<file path="config.mk">
export PLATFORM = sky130hd
export DESIGN_NAME = sink_arbiter
export DESIGN_NICKNAME = d
export VERILOG_FILES = /design/src/rtl/sink_arbiter.sv
export SDC_FILE = /design/constraint.sdc
export NUM_CORES = 1
export LEC_CHECK = 0
export CORE_MARGIN = 2
export CORE_UTILIZATION = 30
export DETAILED_ROUTE_END_ITERATION = 7
export GPL_TIMING_DRIVEN = 0
export PLACE_DENSITY = 0.6
export REMOVE_ABC_BUFFERS = 1
export SYNTH_ARGS = -nofsm -noshare
export SYNTH_HDL_FRONTEND = slang
export SYNTH_SLANG_ARGS = --single-unit
</file>
<file path="constraint.sdc">
create_clock -name clk -period 4.3 [get_ports clk]
set_clock_uncertainty 0.2 [all_clocks]
set_input_delay 1.075 -clock clk [delete_from_list [all_inputs] [get_ports clk]]
set_output_delay 1.075 -clock clk [all_outputs]
set_load 0.02 [all_outputs]
</file>
<file path="src/rtl/sink_arbiter.sv">
// Round-robin sink arbiter: grants one ready node port at a time, pulses its
// read for one cycle and queues the captured value in a FIFO for a downstream
// consumer.
// Optional build macro: SINK_ARB_CLAMP_EN saturates captured values to
// [-999, 999] (signed) before they enter the FIFO.
module sink_arbiter #(
  parameter int unsigned N     = 4,
  parameter int unsigned DEPTH = 8,
  parameter int unsigned W     = 11
) (
  input  logic                       clk,
  input  logic                       rst,
  input  logic [N-1:0]               rready,
  input  logic [N*W-1:0]             in,
  output logic [N-1:0]               read,
  output logic [$clog2(N)-1:0]       grant_id,
  output logic                       out_valid,
  output logic [W-1:0]               out_data,
  input  logic                       out_read,
  output logic [$clog2(DEPTH):0]     count
);

  localparam int unsigned NW  = $clog2(N);
  localparam int unsigned NW1 = NW + 1;
  localparam int unsigned AW  = $clog2(DEPTH);
  localparam int unsigned CW  = AW + 1;

  typedef enum logic {IDLE, ACK} state_t;

  state_t         state, state_next;
  logic [NW-1:0]  ptr, ptr_next, grant_next;
  logic [N-1:0]   read_next;
  logic [CW-1:0]  count_next;
  logic [AW-1:0]  rd_idx, wr_idx, rd_idx_next, wr_idx_next;
  logic [W-1:0]   mem [DEPTH];

  logic [2*N-1:0] rr_dbl;
  logic [N-1:0]   rr_rot;
  logic [NW-1:0]  rr_off;
  logic [NW1-1:0] rr_sum, g_inc;
  logic [NW-1:0]  g_c, g_next_ptr_c;
  logic           push_c, pop_c;
  logic [W-1:0]   in_sel_c, push_data_c;

  // Rotate requests so bit 0 is the port at ptr, find the first set bit and map back
  always_comb begin
    rr_dbl = {rready, rready} >> ptr;
    rr_rot = rr_dbl[N-1:0];
    rr_off = '0;
    for (int k = N - 1; k >= 0; k--) begin
      if (rr_rot[k]) rr_off = NW'(k);
    end
    rr_sum = {1'b0, ptr} + {1'b0, rr_off};
    if (rr_sum >= NW1'(N)) rr_sum = rr_sum - NW1'(N);
    g_c   = rr_sum[NW-1:0];
    g_inc = {1'b0, g_c} + NW1'(1);
    if (g_inc >= NW1'(N)) g_inc = '0;
    g_next_ptr_c = g_inc[NW-1:0];
  end

  // Select the granted port's data and optionally saturate it
  always_comb begin
    in_sel_c = '0;
    for (int k = 0; k < N; k++) begin
      if (g_c == NW'(k)) in_sel_c = in[k*W +: W];
    end
`ifdef SINK_ARB_CLAMP_EN
    if ($signed(in_sel_c) > $signed(W'(999)))
      push_data_c = W'(999);
    else if ($signed(in_sel_c) < $signed(W'(-999)))
      push_data_c = W'(-999);
    else
      push_data_c = in_sel_c;
`else
    push_data_c = in_sel_c;
`endif
  end

  // Next-state and register-input logic; grants only from IDLE with registered room
  always_comb begin
    state_next  = state;
    read_next   = '0;
    grant_next  = grant_id;
    ptr_next    = ptr;
    push_c      = 1'b0;
    case (state)
      IDLE: begin
        if ((count < CW'(DEPTH)) && (|rready)) begin
          push_c         = 1'b1;
          read_next[g_c] = 1'b1;
          grant_next     = g_c;
          ptr_next       = g_next_ptr_c;
          state_next     = ACK;
        end
      end
      ACK:     state_next = IDLE;
      default: state_next = IDLE;
    endcase
    pop_c       = out_read && (count != '0);
    count_next  = count + CW'(push_c) - CW'(pop_c);
    wr_idx_next = push_c ? wr_idx + 1'b1 : wr_idx;
    rd_idx_next = pop_c  ? rd_idx + 1'b1 : rd_idx;
  end

  // State and control registers
  always_ff @(posedge clk or posedge rst) begin
    if (rst) begin
      state     <= IDLE;
      read      <= '0;
      grant_id  <= '0;
      ptr       <= '0;
      count     <= '0;
      rd_idx    <= '0;
      wr_idx    <= '0;
      out_valid <= 1'b0;
    end else begin
      state     <= state_next;
      read      <= read_next;
      grant_id  <= grant_next;
      ptr       <= ptr_next;
      count     <= count_next;
      rd_idx    <= rd_idx_next;
      wr_idx    <= wr_idx_next;
      out_valid <= (count_next != '0);
    end
  end

  // FIFO storage; contents are don't-care while count excludes them
  always_ff @(posedge clk) begin
    if (push_c) mem[wr_idx] <= push_data_c;
  end

  assign out_data = (count != '0) ? mem[rd_idx] : '0;

endmodule

</file>
==> out/results.tsv <==
stage	metric	value	unit
finish	Total Nets Final	455	
timing	worst-margin pin slew	1.22	ns
detailed_routing	initial DRC count	213	
timing	Finish-stage setup viols	0	
finish	fin cells	612	
detailed_routing	number of remaining DRC errors	0	
critical_path	reg2reg end	mem[1][2]	
critical_path	worst r2r path cells	13	
timing	Final TNS setup	0	ns
critical_path	CP startpoint kind	input port	
grt	first-pass GRT wire length	17500	µm
logic_synthesis	synth top area cells	edfxtp_1 (54%), dfrtp_1 (10%), mux4_2 (10%)	
logic_synthesis	average size of a mapped cell	15.7	µm²
critical_path	Worst R2R Start	ptr[0]	
clock_tree	TritonCTS clock tree	built	
timing	Slew Limit Fails	0	
detailed_routing	M1 wire length	4440	µm
critical_path	Crit Path Max Fanout	14	
flow_run	Max Cap Viol	0	
die	Core Box Area	15800	µm²
clock_tree	H-tree lvl count	3	
timing	fmax	241	MHz
logic_synthesis	Synth top area share	0.545	
logic_synthesis	Yosys warnings	0	
logic_synthesis	Post-synth top flop	edfxtp_1	
timing	hold slack	0.319	ns
detailed_routing	top sig layer	met4	
die	row count	46	
finish	Filler cells	1441	
critical_path	critical path type	in -> reg	
grt	pin count of the biggest net entering global routing	25	
die	die height	131	µm
detailed_routing	Routed WL per cell	18.5	µm
timing	Slew HR	0.185	
grt	initial antenna violation count	0	
logic_synthesis	Synth async-reset ratio	0.185	
min_path	Worst Hold End	grant_id[0]	
critical_path	reg2reg setup slack	0.71	ns
timing	final worst path period need	4.15	ns
logic_synthesis	Cells after Synth	308	
finish	FF/Latch Area	3140	µm²
critical_path	Crit path required time	4.31	ns
placement	HPWL after DPL	7320	µm
logic_synthesis	Yosys cell types	46	
clock_tree	CTS max path bufs	2	
timing	Final WS setup	0.153	ns
logic_synthesis	Post-Syn Area	4850	µm²
clock_tree	CTS clock-pin slew for the worst setup and hold paths	0.07	ns
outcome	status	complete, no violations	
timing	Hold Violations, Final	0	
finish	Final Core Density	0.403	
detailed_routing	via-per-instance ratio	4.80	
logic_synthesis	post-synthesis register bit count	108	
timing	unrepaired setup endpoints after global routing	false	
clock_tree	Root Driver	clkbuf_16	
min_path	Hold Crit Start	grant_id[0]	
logic_synthesis	register area share after synthesis	0.648	
placement	post-place setup slack	-1.85	ns
min_path	Hold Crit Depth	2	
placement	cell total after placement	582	
critical_path	Critical Path AT	4.16	ns
critical_path	critical path endpoint category	register	
clock_tree	clock sink total	108	
placement	gp weighted congestion	0.748	
die	Initial Util	0.306	
logic_synthesis	Post-synth EDFFs	88	
grt	gr ovfl total	0	
finish	layout cells sized above 1	0.232	
die	I/O pins	73	
pwr	Worst IR Drop VDD	0.473	mV
die	Die Wd	131	µm
detailed_routing	routed vias	2938	
pwr	Lkg Pwr	2.22	nW
grt	Total Routing Usage GR	0.135	
logic_synthesis	Post-synth top cells	edfxtp_1 (88), nand2_1 (25), mux4_2 (22), dfrtp_1 (20), nor2_1 (15)	
min_path	HP Class	reg -> reg	
detailed_routing	DR pass1 iterations	4	
finish	footprint of the multi-input gates	1790	µm²
die	Die Area	17200	µm²
detailed_routing	DR WL met2	5840	µm
detailed_routing	Final ANT Viol Nets	0	
placement	buffers added on ports	72	
detailed_routing	Post-Route WL	11300	µm
clock_tree	Skew-Pair Late Insertion Delay	0.34	ns
finish	ANT cells	0	
pwr	PD cells	940	nW/µm²
finish	Layout area overhead	31.5	%
logic_synthesis	count leader, synth	edfxtp_1	
grt	number of global-route vias before repair	3111	
clock_tree	CTS buffer count	9	
timing	Tcrit/Tclk final	0.964	
logic_synthesis	area leader, netlist	edfxtp_1	
detailed_routing	met3 WL	909	µm
-- flip-flops by register name (all words and copies together), names as in the netlist --
| signal | count |
|---|---|
| read | 4 |
| out_valid | 1 |
| ptr | 2 |
| count | 4 |
| rd_idx | 3 |
| state | 1 |
| wr_idx | 3 |
| grant_id | 2 |
| mem | 88 |
-- layer usage --
layer / track usage / vias to the layer above
met5: 0 / -
met4: 0.0423 / 0
met3: 0.0370 / 9
met2: 0.237 / 99
met1: 0.163 / 1479
li1: - / 1351
-- cell families after synthesis --
| kind of cell | share of synthesized area |
|---|---|
| DFF | 0.648 |
| and+or+nand+nor | 0.0921 |
| xor gates and xnor gates | 0.0126 |
| buffers and inverters | 0.0281 |
| AOI/OAI and AO/OA | 0.0547 |
| muxes | 0.129 |
| adders and majority gates | 0.0351 |
-- cell type report --
class,instances,share of cell area
multi-input cells,173,0.280
well taps,216,0.0424
repair buffers,89,0.134
flip-flops and latches,108,0.493
inverters,10,0.00667
clock buffers,10,0.0359
clock inverters,6,0.00863
-- metrics by stage --
| stage | total power, mW | cell area (µm²) |
|---|---|---|
| 2_1_floorplan | 3.60 | 4760 |
| 3_3_place_gp | 4.46 | 5750 |
| 3_5_place_dp | 4.60 | 5810 |
| 4_1_cts | 6.03 | 6370 |
| 5_1_grt | 6.34 | 6380 |
| 6_report | 6.00 | 6380 |
-- critical path, cell delays in order --
cell and delay (ns):
clkdlybuf4s50_1 0.54, nor4_1 0.28, or3_1 0.61, ha_1 0.35, inv_1 0.06, ha_1 0.16, inv_1 0.05, fa_1 0.47
inv_1 0.05, or4_1 0.51
-- what timing repair did --
action	4_1_cts	5_1_grt
setup buffers	12	1
endpoints found under the setup margin	88	24
gates resized for setup	34	3
pin swaps	10	2
cloned	1	0
hold buffers	0	0
-- report_power, final --
| part | switching [mW] | internal (mW) | total (mW) |
|---|---|---|---|
| registers | 0.286 | 1.84 | 2.13 |
| clock network | 0.381 | 0.404 | 0.785 |
| logic | 1.65 | 1.44 | 3.09 |
-- layout by cell type, fill, tap and decap left out, types with 2 or more instances in the layout --
| master | n |
|---|---|
| a21o_1 | 2 |
| a21oi_1 | 5 |
| a221oi_1 | 5 |
| a221oi_2 | 5 |
| and2_1 | 5 |
| buf_4 | 15 |
| buf_6 | 2 |
| clkbuf_16 | 9 |
| clkdlybuf4s50_1 | 69 |
| clkinv_4 | 2 |
| clkinvlp_4 | 2 |
| dfrtp_1 | 19 |
| edfxtp_1 | 88 |
| ha_1 | 8 |
| ha_2 | 3 |
| inv_1 | 9 |
| inv_8 | 2 |
| mux2_2 | 2 |
| mux2i_1 | 11 |
| mux4_2 | 22 |
| nand2_1 | 25 |
| nand3b_1 | 2 |
| nor2_1 | 15 |
| nor2b_1 | 11 |
| nor2b_4 | 2 |
| nor3_2 | 2 |
| nor3b_1 | 3 |
| nor3b_2 | 3 |
| nor4b_2 | 2 |
| o21ai_0 | 2 |
| o21ai_1 | 2 |
| o31ai_2 | 3 |
| o31ai_4 | 7 |
| xnor2_1 | 4 |
| xor2_1 | 3 |
-- worst max-delay path by stage --
stage	slack [ns]	end	cells after the start	start
CTS	0.15	mem[6][8]	13	rready[2]
global placement	-1.74	mem[4][3]	13	rready[1]
global route	0.005	out_valid	10	rready[3]
detailed placement	-1.85	mem[2][5]	13	rready[1]
finish	0.15	out_valid	10	rready[3]
floorplan	0.10	mem[0][10]	12	rready[0]
Note: power is estimated with default switching activity, not from simulation.
